### config.mk
export PLATFORM = sky130hd
export DESIGN_NAME = uart_tx_param
export DESIGN_NICKNAME = d
export VERILOG_FILES = /design/src/rtl/uart_pkg.sv /design/src/rtl/uart_tx_fifo.sv /design/src/rtl/uart_tx_param.sv
export SDC_FILE = /design/constraint.sdc
export NUM_CORES = 1
export LEC_CHECK = 0
export ABC_AREA = 1
export CORE_ASPECT_RATIO = 0.75
export CORE_MARGIN = 3
export CORE_UTILIZATION = 60
export DETAILED_ROUTE_END_ITERATION = 6
export GPL_ROUTABILITY_DRIVEN = 0
export PLACE_DENSITY = 0.88
export SLEW_MARGIN = 10
export SYNTH_ARGS = -nofsm -noshare
export SYNTH_HDL_FRONTEND = slang
export SYNTH_SLANG_ARGS = --single-unit
### constraint.sdc
create_clock -name clk -period 4.4 [get_ports clk]
set_input_delay 0.66 -clock clk [delete_from_list [all_inputs] [get_ports clk]]
set_output_delay 0.66 -clock clk [all_outputs]
set_load 0.01 [all_outputs]
### src/rtl/uart_pkg.sv
// uart_pkg: shared parity encodings, transmitter FSM states and parameter legality check
// No ports; imported by uart_tx_fifo and uart_tx_param.
package uart_pkg;
  localparam int PAR_NONE = 0;
  localparam int PAR_ODD  = 1;
  localparam int PAR_EVEN = 2;
  typedef enum logic [2:0] {
    S_IDLE  = 3'd0,
    S_START = 3'd1,
    S_DATA  = 3'd2,
    S_PAR   = 3'd3,
    S_STOP  = 3'd4
  } state_t;
  function automatic bit params_ok(int data_bits, int clks_per_bit, int parity, int stop_bits, int fifo_depth);
    return data_bits >= 5 && data_bits <= 9 && clks_per_bit >= 2 && parity >= PAR_NONE && parity <= PAR_EVEN &&
           (stop_bits == 1 || stop_bits == 2) && fifo_depth >= 2 && (fifo_depth & (fifo_depth - 1)) == 0;
  endfunction
endpackage

### src/rtl/uart_tx_fifo.sv
// uart_tx_fifo: synchronous FIFO with wrap-bit pointers and an occupancy count
// Ports: clk, reset (async high), push/wdata in, pop/rdata out (first-word fall-through), count, full, empty.
module uart_tx_fifo import uart_pkg::*; #(
  parameter int WIDTH = 8,
  parameter int DEPTH = 4
) (
  input  logic                     clk,
  input  logic                     reset,
  input  logic                     push,
  input  logic [WIDTH-1:0]         wdata,
  input  logic                     pop,
  output logic [WIDTH-1:0]         rdata,
  output logic [$clog2(DEPTH):0]   count,
  output logic                     full,
  output logic                     empty
);
  localparam int AW = $clog2(DEPTH);
  logic [WIDTH-1:0] mem [DEPTH];
  logic [AW:0] wr_ptr, rd_ptr;
  logic do_push, do_pop;
  assign count = wr_ptr - rd_ptr;
  assign full = count == (AW + 1)'(DEPTH);
  assign empty = wr_ptr == rd_ptr;
  assign do_push = push && !full;
  assign do_pop = pop && !empty;
  assign rdata = mem[rd_ptr[AW-1:0]];
  always_ff @(posedge clk or posedge reset)
    if (reset) begin
      wr_ptr <= '0;
      rd_ptr <= '0;
    end else begin
      if (do_push) wr_ptr <= wr_ptr + 1'b1;
      if (do_pop) rd_ptr <= rd_ptr + 1'b1;
    end
  always_ff @(posedge clk)
    if (do_push) mem[wr_ptr[AW-1:0]] <= wdata;
endmodule

### src/rtl/uart_tx_param.sv
// uart_tx_param: parametrised UART transmitter fed by a valid/ready input FIFO
// Ports: clk, reset (async high), tx_data/tx_valid/tx_ready word input, serial_out line (idle high),
// busy (frame on the line), fifo_count (words waiting).
module uart_tx_param import uart_pkg::*; #(
  parameter int DATA_BITS    = 8,
  parameter int CLKS_PER_BIT = 16,
  parameter int PARITY       = 0,
  parameter int STOP_BITS    = 1,
  parameter int FIFO_DEPTH   = 4
) (
  input  logic                          clk,
  input  logic                          reset,
  input  logic [DATA_BITS-1:0]          tx_data,
  input  logic                          tx_valid,
  output logic                          tx_ready,
  output logic                          serial_out,
  output logic                          busy,
  output logic [$clog2(FIFO_DEPTH):0]   fifo_count
);
  if (!params_ok(DATA_BITS, CLKS_PER_BIT, PARITY, STOP_BITS, FIFO_DEPTH)) begin : g_bad_params
    $error("uart_tx_param: illegal parameter combination");
  end
  localparam int CW = $clog2(CLKS_PER_BIT);
  localparam int BW = $clog2(DATA_BITS);
  localparam logic [CW-1:0] BAUD_LAST = CW'(CLKS_PER_BIT - 1);
  localparam logic [BW-1:0] BIT_LAST = BW'(DATA_BITS - 1);
  localparam logic [BW-1:0] STOP_LAST = BW'(STOP_BITS - 1);
  state_t state, state_n;
  logic [CW-1:0] baud, baud_n;
  logic [BW-1:0] bit_idx, bit_n;
  logic [DATA_BITS-1:0] shreg, shreg_n, fifo_data;
  logic par_bit, par_n, line_n, pop, last_baud, last_stop, fifo_full, fifo_empty;
  uart_tx_fifo #(.WIDTH(DATA_BITS), .DEPTH(FIFO_DEPTH)) u_fifo (
    .clk(clk),
    .reset(reset),
    .push(tx_valid),
    .wdata(tx_data),
    .pop(pop),
    .rdata(fifo_data),
    .count(fifo_count),
    .full(fifo_full),
    .empty(fifo_empty)
  );
  assign tx_ready = !fifo_full;
  assign busy = state != S_IDLE;
  // serial_out is registered from the next-state level so the start bit appears on the pop edge itself
  always_comb begin
    last_baud = baud == BAUD_LAST;
    last_stop = state == S_STOP && last_baud && bit_idx == STOP_LAST;
    pop = (state == S_IDLE || last_stop) && !fifo_empty;
    state_n = state;
    baud_n = (state == S_IDLE || last_baud) ? '0 : baud + 1'b1;
    bit_n = bit_idx;
    shreg_n = pop ? fifo_data : shreg;
    par_n = pop ? ^fifo_data ^ (PARITY == PAR_ODD) : par_bit;
    case (state)
      S_IDLE:  state_n = pop ? S_START : S_IDLE;
      S_START: state_n = last_baud ? S_DATA : S_START;
      S_DATA:
        if (last_baud) begin
          shreg_n = shreg >> 1;
          bit_n = bit_idx == BIT_LAST ? '0 : bit_idx + 1'b1;
          state_n = bit_idx != BIT_LAST ? S_DATA : PARITY != PAR_NONE ? S_PAR : S_STOP;
        end
      S_PAR:   state_n = last_baud ? S_STOP : S_PAR;
      S_STOP:
        if (last_baud) begin
          bit_n = last_stop ? '0 : bit_idx + 1'b1;
          state_n = !last_stop ? S_STOP : pop ? S_START : S_IDLE;
        end
      default: state_n = S_IDLE;
    endcase
    line_n = state_n == S_START ? 1'b0 : state_n == S_DATA ? shreg_n[0] : state_n == S_PAR ? par_n : 1'b1;
  end
  always_ff @(posedge clk or posedge reset)
    if (reset) begin
      state <= S_IDLE;
      baud <= '0;
      bit_idx <= '0;
      shreg <= '0;
      par_bit <= 1'b0;
      serial_out <= 1'b1;
    end else begin
      state <= state_n;
      baud <= baud_n;
      bit_idx <= bit_n;
      shreg <= shreg_n;
      par_bit <= par_n;
      serial_out <= line_n;
    end
endmodule

==> run_results.csv <==
group,metric,value,unit
layout,multi_input_area,0.00109,mm²
global_routing,grt_usage,22.4,%
detailed_routing,ant_nets,0,
hold_path,min_to,"baud[0]",
timing,slew_headroom,35.5,%
synthesis,yosys_warnings,0,
timing,fin_crit_sh,75.0,%
detailed_routing,via_per_inst,5.30,
worst_setup_path,end_kind,"output port",
power_and_ir_drop,leakage,1.51,nW
outcome,status,"finished with violations",
layout,fillers,322,
floorplanning,fp.coreArea,0.00455,mm²
detailed_routing,drt_iter0_drc,204,
layout,final_cell_count_no_fill,396,
flow_run,cap_violations,0,
cts,cts_tree,"yes",
global_routing,overflow,0,
synthesis,synth_cell_types,30,
cts,postCtsSetupRepairBufs,0,
worst_setup_path,start_kind,"flop",
global_routing,grt_antenna_before_repair,0,
cts,cts_resized,0,
timing,slew_violations,0,
place,dp_hpwl,3.58,mm
layout,finalNetCount,357,
cts,clock_sinks,58,
floorplanning,io_pins,17,
detailed_routing,drc,1,
outcome,violations,"design-rule violations",
cts,cts_root_buf,"clkbuf_8",
cts,cts_buffers,9,
worst_setup_path,r2r_start,"u_fifo.rd_ptr[0]",
timing,rsz0062_at_grt,"no",
synthesis,synth_top_flop_cell,"edfxtp_1",
layout,synthToLayoutAreaGrowth,13.4,%
worst_setup_path,worst-r2r-setup-slack,1.60,ns
worst_setup_path,crit_slowest_cell,"dfrtp_1",
cts,cts_hold_buf,0,
layout,regArea,0.00161,mm²
floorplanning,die_area,0.00568,mm²
synthesis,synth_cells,313,
worst_setup_path,worstPathArrival,2.64,ns
cts,clock_latency,0.35,ns
hold_path,hold-path-cell-count,1,
timing,fmax,303,MHz
floorplanning,initial_core_util,63.4,%
timing,finClkSkew,0.0104,ns
worst_setup_path,critical_path_class,"reg -> out",
cts,clk_pin_slew_worst_paths,0.07,ns
detailed_routing,firstDrtPassIters,7,
hold_path,hold_path.class,"reg -> reg",
place,placedCellCount,380,
floorplanning,placementRows,21,
detailed_routing,wire_per_inst,14.0,µm
global_routing,grt_pass1_vias,2001,
timing,hold_viol,0,
power_and_ir_drop,ir_drop,0.000616,V
worst_setup_path,crit_fanout,21,
layout,layout_commonest_cell,"nand2_1",
synthesis,synth_edf_count,32,
worst_setup_path,rr_worst_depth,5,
timing,tns,0,ns
worst_setup_path,crit_path_max_incr_delay,0.68,ns
synthesis,netlist_area,0.00288,mm²
layout,diodes,0,
synthesis,synthesis.nets,336,
timing,min_period,3.30,ns
synthesis,ys_seq_elements,58,
cts,htree_levels,3,
layout,layout_common_cells,"115 x nand2_1, 32 x edfxtp_1, 25 x dfrtp_1",
floorplanning,die_x,86.0,µm
layout,drive_gt1_share,11.8,%
worst_setup_path,worstPathRequired,3.74,ns
synthesis,synthArstFlopShare,44.8,%
timing,finalSetupViolCount,0,
worst_setup_path,cp_num_buf_inv,1,
synthesis,avgSynthCellArea,9.21,µm²
global_routing,grt_pass1_wl,9.39,mm
hold_path,min_from,"baud[0]",
worst_setup_path,worstPathCellList,"ha_1 -> fa_1 -> xnor2_1 -> nand3_1 -> clkdlybuf4s50_1",
timing,worst_slew_pin_slew,0.967,ns
power_and_ir_drop,p_per_area,464,mW/mm²
global_routing,grt_max_degree,27,
floorplanning,fp.dieH,66.0,µm
detailed_routing,routed_wl,5.56,mm
worst_setup_path,critPathTopFamily,"adder cells",
cts,clockBufferDepth,2,
synthesis,seq_area_frac_synth,56.0,%
detailed_routing,vias,2100,
place,port_buffers,16,
power_and_ir_drop,design_power_total,0.00152,W
worst_setup_path,r2r_end,"u_fifo.mem[2][1]",
## how the worst max path moves through the flow
| stage | start | end | cells past startpoint |
|---|---|---|---|
| 3_5_place_dp | u_fifo.rd_ptr[0] | tx_ready | 5 |
| 2_1_floorplan | u_fifo.wr_ptr[0] | u_fifo.mem[0][0] | 7 |
| 3_3_place_gp | u_fifo.rd_ptr[0] | tx_ready | 5 |
| 4_1_cts | u_fifo.rd_ptr[0] | tx_ready | 5 |
| 6_report | u_fifo.rd_ptr[0] | tx_ready | 5 |
| 5_1_grt | u_fifo.rd_ptr[0] | tx_ready | 5 |
## synth_stat cells, types with 2 or more instances
master	count	area share, %
nand2_1	115	15
nand3_1	24	4.2
o21ai_0	14	2.4
a21oi_1	4	0.69
nor2_1	18	2.3
edfxtp_1	32	33
xnor2_1	4	1.2
dfrtp_1	25	22
xor2_1	4	1.2
inv_1	22	2.9
buf_2	2	0.35
nand2_2	4	0.87
buf_4	2	0.52
buf_6	2	0.78
inv_2	12	1.6
ha_1	11	4.8
o21ai_1	5	0.87
## flip-flops by register name, summed over array words and instances (netlist names)
register / count
u_fifo.mem: 32
par_bit: 1
u_fifo.rd_ptr: 3
serial_out: 1
state: 3
bit_idx: 3
shreg: 8
u_fifo.wr_ptr: 3
baud: 4
## cells by family (layout without fill, tap and decap cells)
| family | count (synthesis) | in the layout | synth area share [%] |
|---|---|---|---|
| simple gates | 168 | 168 | 24.7 |
| flops | 58 | 58 | 56.0 |
| buf+inv | 41 | 67 | 6.30 |
| compound gates | 26 | 26 | 5.12 |
| fa+ha+maj | 12 | 12 | 5.47 |
| xor+xnor | 8 | 8 | 2.43 |
## stage by stage
stage	hold WS (ns)	setup WS, ns	instance area (µm²)	utilization (%)
after floorplan	0.431	2.16	2880	-
after detailed placement	0.457	1.47	3070	67.4
after CTS	0.466	1.08	3270	71.9
final	0.463	1.10	3270	71.9
after global placement	0.452	1.57	3070	67.4
after global routing	0.515	0.959	3270	71.9
## area by class of cell
type                            count  share of cell area [%]
Sequential cell                    58                    49.3
Multi-Input combinational cell    214                    33.3
Timing Repair Buffer               16                    4.90
Inverter                           35                    4.10
Clock inverter                      7                    2.41
Tap cell                           57                    2.18
Clock buffer                        9                    3.79
## per-layer routing
layer	routed length [µm]	up-vias	global-route usage [%]
li1	-	1051	-
met1	2510	970	29.3
met2	2610	65	33.6
met3	310	14	8.47
met4	127	0	9.09
met5	0	-	0
## power by group
part / internal (W) / switching, W / total, W / leakage [nW]
logic: 0.000133 / 0.000200 / 0.000333 / 0.800
registers: 0.000661 / 0.0000280 / 0.000690 / 0.615
clock network: 0.000264 / 0.000230 / 0.000494 / 0.0921
total: 0.00106 / 0.000458 / 0.00152 / 1.51
Power figures use the tool's default switching activity.
